`config.mk`:
```
export PLATFORM = sky130hd
export DESIGN_NAME = balsa_pull_combine
export DESIGN_NICKNAME = d
export VERILOG_FILES = /design/src/rtl/balsa_hs_pkg.sv /design/src/rtl/balsa_hs_initiator.sv /design/src/rtl/balsa_pull_combine.sv
export SDC_FILE = /design/constraint.sdc
export NUM_CORES = 1
export LEC_CHECK = 0
export CORE_ASPECT_RATIO = 1.4
export CORE_MARGIN = 4
export CORE_UTILIZATION = 30
export DETAILED_ROUTE_END_ITERATION = 8
export PLACE_DENSITY = 0.59
export REMOVE_ABC_BUFFERS = 1
export SLEW_MARGIN = 25
export SYNTH_ARGS = -nofsm -noshare
export SYNTH_HDL_FRONTEND = slang
export SYNTH_SLANG_ARGS = --single-unit
export TNS_END_PERCENT = 1
```
`constraint.sdc`:
```
create_clock -name clk -period 2.25 [get_ports clk]
set_input_delay 0.45 -clock clk [delete_from_list [all_inputs] [get_ports clk]]
set_output_delay 0.45 -clock clk [all_outputs]
set_load 0.01 [all_outputs]
```
`src/rtl/balsa_hs_pkg.sv`:
```
// Shared definitions for clocked Balsa handshake components.
//   pull_state_t : out-channel FSM states of the pull-combine block
//   hs_phase_t   : phase of a single 4-phase initiator cycle
//   DEF_*        : default part width and part count
package balsa_hs_pkg;

  localparam int DEF_IN_WIDTH = 9;
  localparam int DEF_PARTS    = 2;

  typedef enum logic [2:0] {
    ST_IDLE,
    ST_PREQ,
    ST_PRTZ,
    ST_OACK,
    ST_ORTZ
  } pull_state_t;

  typedef enum logic [1:0] {
    PH_IDLE,
    PH_REQ,
    PH_RTZ
  } hs_phase_t;

endpackage

```
`src/rtl/balsa_hs_initiator.sv`:
```
// One 4-phase initiator cycle: raise req on start, drop it once ack is seen,
// then wait for ack to return to zero.
//   clk, rst_n : clock, async active-low reset
//   start      : begin a cycle (honoured in idle, or in RTZ as ack falls)
//   ack        : acknowledge from the responder
//   req        : registered request to the responder
//   capture    : strobe, high on the edge where ack is first seen high
//   done       : strobe, high on the edge where ack is seen back at zero
module balsa_hs_initiator
  import balsa_hs_pkg::*;
(
  input  logic clk,
  input  logic rst_n,
  input  logic start,
  input  logic ack,
  output logic req,
  output logic capture,
  output logic done
);

  hs_phase_t phase;

  // Strobes are combinational so the parent can act on the same edge that
  // moves this handshake on; that keeps one cycle per handshake phase.
  assign capture = (phase == PH_REQ) && ack;
  assign done    = (phase == PH_RTZ) && !ack;

  always_ff @(posedge clk or negedge rst_n) begin
    if (!rst_n) begin
      phase <= PH_IDLE;
      req   <= 1'b0;
    end else begin
      case (phase)
        PH_IDLE: begin
          if (start) begin
            phase <= PH_REQ;
            req   <= 1'b1;
          end
        end
        PH_REQ: begin
          if (ack) begin
            phase <= PH_RTZ;
            req   <= 1'b0;
          end
        end
        PH_RTZ: begin
          if (!ack) begin
            // Chaining straight into the next cycle avoids an idle bubble.
            if (start) begin
              phase <= PH_REQ;
              req   <= 1'b1;
            end else begin
              phase <= PH_IDLE;
            end
          end
        end
        default: begin
          phase <= PH_IDLE;
          req   <= 1'b0;
        end
      endcase
    end
  end

endmodule

```
`src/rtl/balsa_pull_combine.sv`:
```
// Pull-combine: on one pull from the consumer, pulls PARTS parts from the
// producer and returns them concatenated, part 0 in the least-significant bits.
//   clk, rst_n : clock, async active-low reset
//   out_0r/0a/0d : responder side (consumer pulls the combined word)
//   inp_0r/0a/0d : initiator side (this block pulls each part)
//
// state   | meaning
// --------+---------------------------------------------------------------
// IDLE    | waiting for out_0r
// PREQ    | inp_0r high, waiting for inp_0a to capture part cnt
// PRTZ    | inp_0r low, waiting for inp_0a to return to zero
// OACK    | word complete, out_0a high until out_0r is seen low
// ORTZ    | one-cycle gap after out_0a falls, then IDLE
module balsa_pull_combine
  import balsa_hs_pkg::*;
#(
  parameter int IN_WIDTH  = DEF_IN_WIDTH,
  parameter int PARTS     = DEF_PARTS,
  localparam int OUT_WIDTH = IN_WIDTH * PARTS
) (
  input  logic                 clk,
  input  logic                 rst_n,
  input  logic                 out_0r,
  output logic                 out_0a,
  output logic [OUT_WIDTH-1:0] out_0d,
  output logic                 inp_0r,
  input  logic                 inp_0a,
  input  logic [IN_WIDTH-1:0]  inp_0d
);

  localparam int CW = $clog2(PARTS);
  localparam logic [CW-1:0] LAST_PART = CW'(PARTS - 1);

  pull_state_t   state;
  logic [CW-1:0] cnt;
  logic          hs_start;
  logic          hs_capture;
  logic          hs_done;

  // Start a part pull when a consumer request is accepted, or when the
  // previous part has fully returned to zero and more parts remain.
  assign hs_start = ((state == ST_IDLE) && out_0r) ||
                    ((state == ST_PRTZ) && hs_done && (cnt != LAST_PART));

  balsa_hs_initiator u_init (
    .clk     (clk),
    .rst_n   (rst_n),
    .start   (hs_start),
    .ack     (inp_0a),
    .req     (inp_0r),
    .capture (hs_capture),
    .done    (hs_done)
  );

  always_ff @(posedge clk or negedge rst_n) begin
    if (!rst_n) begin
      state  <= ST_IDLE;
      cnt    <= '0;
      out_0a <= 1'b0;
      out_0d <= '0;
    end else begin
      case (state)
        ST_IDLE: begin
          if (out_0r) begin
            state <= ST_PREQ;
            cnt   <= '0;
          end
        end
        ST_PREQ: begin
          if (hs_capture) begin
            for (int p = 0; p < PARTS; p++) begin
              if (cnt == CW'(p)) out_0d[p*IN_WIDTH +: IN_WIDTH] <= inp_0d;
            end
            state <= ST_PRTZ;
          end
        end
        ST_PRTZ: begin
          if (hs_done) begin
            if (cnt != LAST_PART) begin
              cnt   <= cnt + CW'(1);
              state <= ST_PREQ;
            end else begin
              state  <= ST_OACK;
              out_0a <= 1'b1;
            end
          end
        end
        ST_OACK: begin
          // An early-dropped out_0r lands here too: ack for one cycle only.
          if (!out_0r) begin
            out_0a <= 1'b0;
            state  <= ST_ORTZ;
          end
        end
        ST_ORTZ: begin
          state <= ST_IDLE;
        end
        default: begin
          state  <= ST_IDLE;
          out_0a <= 1'b0;
        end
      endcase
    end
  end

endmodule

```
# [After elaboration in Yosys (flattened, before gate mapping)]
# Index checks and enable logic that the tools add are counted.
[word_totals] ff_bits=26 latch_bits=0 ramBits=0 rom_bits=0 input_bits=13 out_inout_bits=20 wordCells=65 n_memories=0
[op_classes] add_sub_neg=1 n_mul=0 div_mod_pow=0 magnitude_cmp=0 n_eq_ne=14 shifts=0 mux=23 n_bitwise=2 reduce_logical=18
[op_table] cell="2-bit != test (second input constant)" n=8
[op_table] cell="3-bit two-way mux" n=4
[op_table] cell="3-bit case mux with 4 select lines" n=1
[op_table] cell="3-bit AND reduction" n=4
[op_table] cell="1-bit two-way mux" n=10
[op_table] cell="2-bit two-way mux" n=4
[op_table] cell="4-bit AND reduction" n=2
[op_table] cell="3-bit by 2-bit equality test with 1-bit output (second input constant)" n=2
[op_table] cell="1-bit case mux with 3 select lines" n=2
[op_table] cell="2-bit case mux with 3 select lines" n=1
[op_table] cell="1-bit logical AND" n=5
[op_table] cell="3-bit by 1-bit equality test with 1-bit output (second input constant)" n=1
[op_table] cell="3-bit equality test (second input constant)" n=1
[op_table] cell="3-bit zero test" n=1
[op_table] cell="3-bit OR reduction" n=1
[op_table] cell="2-bit by 1-bit equality test with 1-bit output (second input constant)" n=1
[op_table] cell="2-bit equality test (second input constant)" n=1
[op_table] cell="2-bit zero test" n=1
[op_table] cell="1-bit inverter" n=2
[op_table] cell="1-bit case mux with 2 select lines" n=1
[op_table] cell="2-bit AND reduction" n=1
[op_table] cell="2-bit nonzero test" n=1
[op_table] cell="1-bit adder (second input constant)" n=1
[op_table] cell="1-bit zero test" n=1
[op_table] cell="1-bit logical OR" n=1

# [Logic depth before layout (Yosys ltp)]
[logic_depth] depth_word=8 depth_mapped=5 depth_no_buf=3

# [By module]
# From an unflattened synthesis, not the netlist that was laid out.
[hier_totals] hier_cells=86 hier_area_um2=1152.4
[modules_own_cells] module="balsa_pull_combine" n_inst=1 cells_each=70 area_each_um2=1014.7 seq_area_each_um2=575.6
[modules_own_cells] module="balsa_hs_initiator" n_inst=1 cells_each=16 area_each_um2=137.6 seq_area_each_um2=75.1

# [Worst setup path before layout]
# No wires, ideal clock.
[synth_timing] path_type="register -> register" startpoint="reg u_init.phase[1]" endpoint="reg out_0d[10]" setup_ps=125 arrival_time_ps=1431 required_ps=2125 path_slack_ps=694 stages_incl_launch_ff=6 n_path_buf=2 period_less_slack_ps=1556 path_cell_list="dfrtp_1 -> buf_6 -> and4bb_4 -> and4b_1 -> buf_6 -> mux2_4"
[synth_via] elab_chain_cells=3
[synth_rtl] item="from (decl)" line="balsa_hs_initiator.sv:21" source="hs_phase_t phase;"
[synth_rtl] item="from (signal assigned)" line="balsa_hs_initiator.sv:30" source="phase <= PH_IDLE;"
[synth_rtl] item="from (signal assigned)" line="balsa_hs_initiator.sv:36" source="phase <= PH_REQ;"
[synth_rtl] item="from (signal assigned)" line="balsa_hs_initiator.sv:42" source="phase <= PH_RTZ;"
[synth_rtl] item="2-bit by 1-bit equality test with 1-bit output" line="balsa_hs_initiator.sv:25" source="assign capture = (phase == PH_REQ) && ack;"
[synth_rtl] item="1-bit logical AND" line="balsa_hs_initiator.sv:25"
[synth_rtl] item="3-bit AND reduction (no source line)"
[synth_rtl] item="to (signal, indexed assignment)" line="balsa_pull_combine.sv:72" source="if (cnt == CW'(p)) out_0d[p*IN_WIDTH +: IN_WIDTH] <= inp_0d;"
[synth_rtl] item="to (decl)" line="balsa_pull_combine.sv:25" source="output logic [OUT_WIDTH-1:0] out_0d,"
# No other way between the ends.
# A chain may end at the register's enable or synchronous reset.

# [Worst setup path after layout]
[layout_timing] startpoint="in inp_0a" endpoint="reg out_0d[10]"
[layout_via] elab_chain_cells=2
[layout_rtl] item="from (decl)" line="balsa_pull_combine.sv:27" source="input logic inp_0a,"
[layout_rtl] item="1-bit logical AND" line="balsa_hs_initiator.sv:25"
[layout_rtl] item="3-bit AND reduction (no source line)"
# No other way between the ends.

==> results by stage <==
Yosys:
- The most area-hungry cell type in the Yosys netlist is sky130_fd_sc_hd__dfrtp_1.
- The number of synthesized register bits is 26.
- After technology mapping, the gate count stands at just over 90.
- For this run, the leading register cell type out of synthesis is sky130_fd_sc_hd__dfrtp_1.
- Sorting the synthesized cells by area gives the leading types as sky130_fd_sc_hd__dfrtp_1 54%, sky130_fd_sc_hd__mux2_4 11%, sky130_fd_sc_hd__mux2_2 7.5%.
- The synthesized cell area is 1200 um^2.
- In this run the biggest area consumer among cell types represents a little over half of the synthesized area.
- The warning count from the yosys run is 0.
- The post-synthesis async set-or-reset flop share is 100%.
- The mean instance size in the synthesized netlist is roughly 13 um^2.
- The count of unique library cells instantiated by Yosys is 31.
- The fraction of the yosys area taken by sequential cells is between 50% and 60%.
- Counting flops with a built-in enable in the synthesized netlist gives 0.

Pwr:
- Across the VDD grid, the largest voltage drop is around 520 uV.
- The analysis attributes to net switching a power of 0.000519 W.
- After layout, the design draws a total of between 0.0015 and 0.002 W.
- The net switching fraction of the power is about 29%.
- The static leakage is just over 0.7 nW.
- Dividing total power by cell area gives a power density of between 1000 and 1500 nW/um^2.
- The power share of the combinational group is a little over a third.
- The internal power consumption is approximately 0.0013 W.
- The clock share of power is 21.2%.
- Per report_power, the sequential group accounts for 42.6% of the total.

Floorplanning:
- The count of standard-cell rows is 26.
- The count of pins on the block boundary is 33.
- The floorplan step set the die height to between 80 and 90 um.
- The area of the die is between 5000 and 6000 um^2.
- In this run the horizontal extent of the chip is slightly above 60 um.
- The area of the placeable core is 3740 um^2.
- The initial cell density of the core is around a third.

STA:
- The count of endpoints failing hold in the final timing report is 0.
- The worst path uses roughly 77% of the clock period.
- The final clock skew is roughly 0.0047 ns.
- Setup total negative slack on the finished layout was measured at 0 ns.
- Setup repair after global routing left no endpoint under its margin.
- The final period demand of the worst path is about 1.7 ns.
- The number of pins exceeding their max-slew limit in the final report is 0.
- Headroom to the max-slew limit came out at 73.3%.
- The maximum frequency from static timing analysis is about 0.58 GHz.
- At the pin with the least slew margin, the transition time is between 0.3 and 0.4 ns.
- Setup violations remaining at the end of the flow were counted as 0.

Routing:
- The total via count in the routed design is roughly 800.
- For this run, design rule violations remaining after detail routing come to 0.
- The detailed router's first-iteration violation count is 11.
- The final routed wirelength across all metal layers is 2320 um.
- The average wire length per cell after detail routing is around 14 um.
- The detailed-router iteration count before antenna repair is 2.
- Once detail routing completed, the nets flagged for antenna violations numbered 0.
- Using the TritonRoute via totals, the vias-per-cell ratio works out to between 4 and 5.

Global routing:
- Global routing consumed, over all layers together, around a tenth of the routing resources.
- The number of global-route vias before repair was 760.
- For this run the aggregate overflow at the end of global routing stands at 0.
- The largest net degree at the start of global routing is 27.
- The initial antenna violation count is 0.
- The wire length of the first global-routing pass is about 3500 um.

Layout:
- The repair_antennas step left the layout with diodes totalling 0.
- In the final layout, flip-flops and latches occupy 651 um^2.
- The final-stage net count is between 100 and 150.
- Compared with the post-synthesis result, the final layout area differs by 36.8%.
- The combined area of the multi-input logic cells is 504 um^2.
- The finished layout holds roughly 170 standard cells, fillers aside.
- Cells fill 43.8% of the core in the end.
- Of the cells placed in the final design, the portion with a size suffix greater than 1 is a little over a fifth.
- The library cell used most frequently in the layout, excluding fill and tap cells, is sky130_fd_sc_hd__clkdlybuf4s50_1.
- In the layout the commonest cells are 32 x sky130_fd_sc_hd__clkdlybuf4s50_1, 26 x sky130_fd_sc_hd__dfrtp_1, 9 x sky130_fd_sc_hd__mux2_4.
- The filler cells instantiated in the layout total 342.
- The post-route cell area is around 1600 um^2.

Job:
- The total of max-cap violations is 0.

Clock tree:
- Counting the buffers created by CTS gives 3.
- The maximum level of the CTS H-tree is 1.
- Clock-pin slew was measured on the worst setup and hold paths at roughly 0.09 ns.
- The clock latency of the later-clocked register in the worst-skew pair is about 0.27 ns.
- The longest clock path from root to sink contains 2 buffers.
- The number of clock sinks seen by CTS is 26.
- The post-cts repair resize count is 0.
- The buffer count from post-CTS setup fixing is 0.
- The number of hold buffers added after cts is 0.
- TritonCTS built the clock tree.
- The clock root buffer is sky130_fd_sc_hd__clkbuf_8.

Setup path:
- In this run the worst path has a maximum fanout of 9.
- The worst setup path is of the in -> reg kind.
- The worst setup path is launched from an input port.
- For the worst setup path, the data arrival time is approximately 1.9 ns.
- The data required time at the worst endpoint is roughly 2.4 ns.
- The worst setup path is captured at a flop.

Place:
- The HPWL after detailed placement is between 1500 and 2000 um.
- Buffers placed on the I/O ports in this run total 32.
- The placer's final routability congestion estimate is 0.784.
- The cell count after placement is about 160.
- The instance area after placement is 1570 um^2.

Run status:
- The run finished with clean final reports.

Worst hold path:
- The path class of the tightest hold or removal check is reg -> reg.
## cell type report
cell class                      count  share of cell area (%)
Clock inverter                      1                    1.83
Sequential cell                    26                    39.7
Clock buffer                        3                    2.52
Multi-Input combinational cell     60                    30.8
Timing Repair Buffer               35                    21.7
Tap cell                           42                    3.21
Inverter                            1                   0.229
## cells in the mapped netlist, types with 2 or more instances
cell type                  count
sky130_fd_sc_hd__a21oi_1       2
sky130_fd_sc_hd__buf_6         2
sky130_fd_sc_hd__clkbuf_1      3
sky130_fd_sc_hd__dfrtp_1      26
sky130_fd_sc_hd__mux2_2        8
sky130_fd_sc_hd__mux2_4        9
sky130_fd_sc_hd__nand2_1       5
sky130_fd_sc_hd__nand3_1       2
sky130_fd_sc_hd__nand3b_1      2
sky130_fd_sc_hd__nor2_1        5
sky130_fd_sc_hd__nor2b_1       2
sky130_fd_sc_hd__nor3b_1       5
sky130_fd_sc_hd__o21ai_0       4
## through the flow
stage / worst slack, ns / hold WS, ns
2_1_floorplan: 0.486 / 0.154
3_3_place_gp: 0.238 / 0.474
3_5_place_dp: 0.225 / 0.480
4_1_cts: 0.516 / 0.502
5_1_grt: 0.465 / 0.509
6_report: 0.513 / 0.495
## worst max-delay path, stage by stage
cell and delay [ns]:
sky130_fd_sc_hd__clkdlybuf4s50_1 0.48, sky130_fd_sc_hd__and4bb_4 0.27, sky130_fd_sc_hd__and4b_1 0.24, sky130_fd_sc_hd__buf_12 0.15, sky130_fd_sc_hd__mux2_4 0.30
## cells by family (layout without fill, tap and decap cells)
logic type	Yosys count	count (layout)	share of synthesized area, %
AOI/OAI and AO/OA	10	10	5.43
buffers and inverters	7	40	3.55
muxes	18	18	19.7
xor gates and xnor gates	1	1	0.732
and+or+nand+nor	31	31	16.2
DFF	26	26	54.3
## worst paths after layout
kind / slack (ns) / endpoint / depth (start not counted) / from
setup / recovery: 0.51 / out_0d[10] / 5 / inp_0a
hold / removal: 0.49 / out_0d[2] / 1 / out_0d[2]
setup reg to reg: 0.54 / out_0d[10] / 4 / state[1]
hold reg to reg: 0.49 / out_0d[2] / 1 / out_0d[2]
max in group asynchronous: 1.46 / out_0d[17] / 2 / rst_n
min in group asynchronous: 0.54 / u_init.req / 2 / rst_n
## power by group through the flow
stage,clock network [W],logic (W),registers (W)
floorplan,0,0.000280,0.000810
global placement,0,0.000654,0.000772
detailed placement,0,0.000662,0.000778
CTS,0.000393,0.000663,0.000770
global route,0.000414,0.000702,0.000797
finish,0.000383,0.000652,0.000769
## sequential cells by signal, indices dropped and copies added (netlist names)
| signal | count |
|---|---|
| u_init.req | 1 |
| out_0a | 1 |
| cnt | 1 |
| out_0d | 18 |
| u_init.phase | 2 |
| state | 3 |
## routing by layer
metal  up-vias  share of wire [%]  GRT usage [%]
met5         -                  0              0
met4         0                2.3           5.73
met3         4                4.3           1.87
met2        21                 48           15.0
met1       385                 45           11.5
li1        392                  -              -
(Power assumes the default switching activity.)
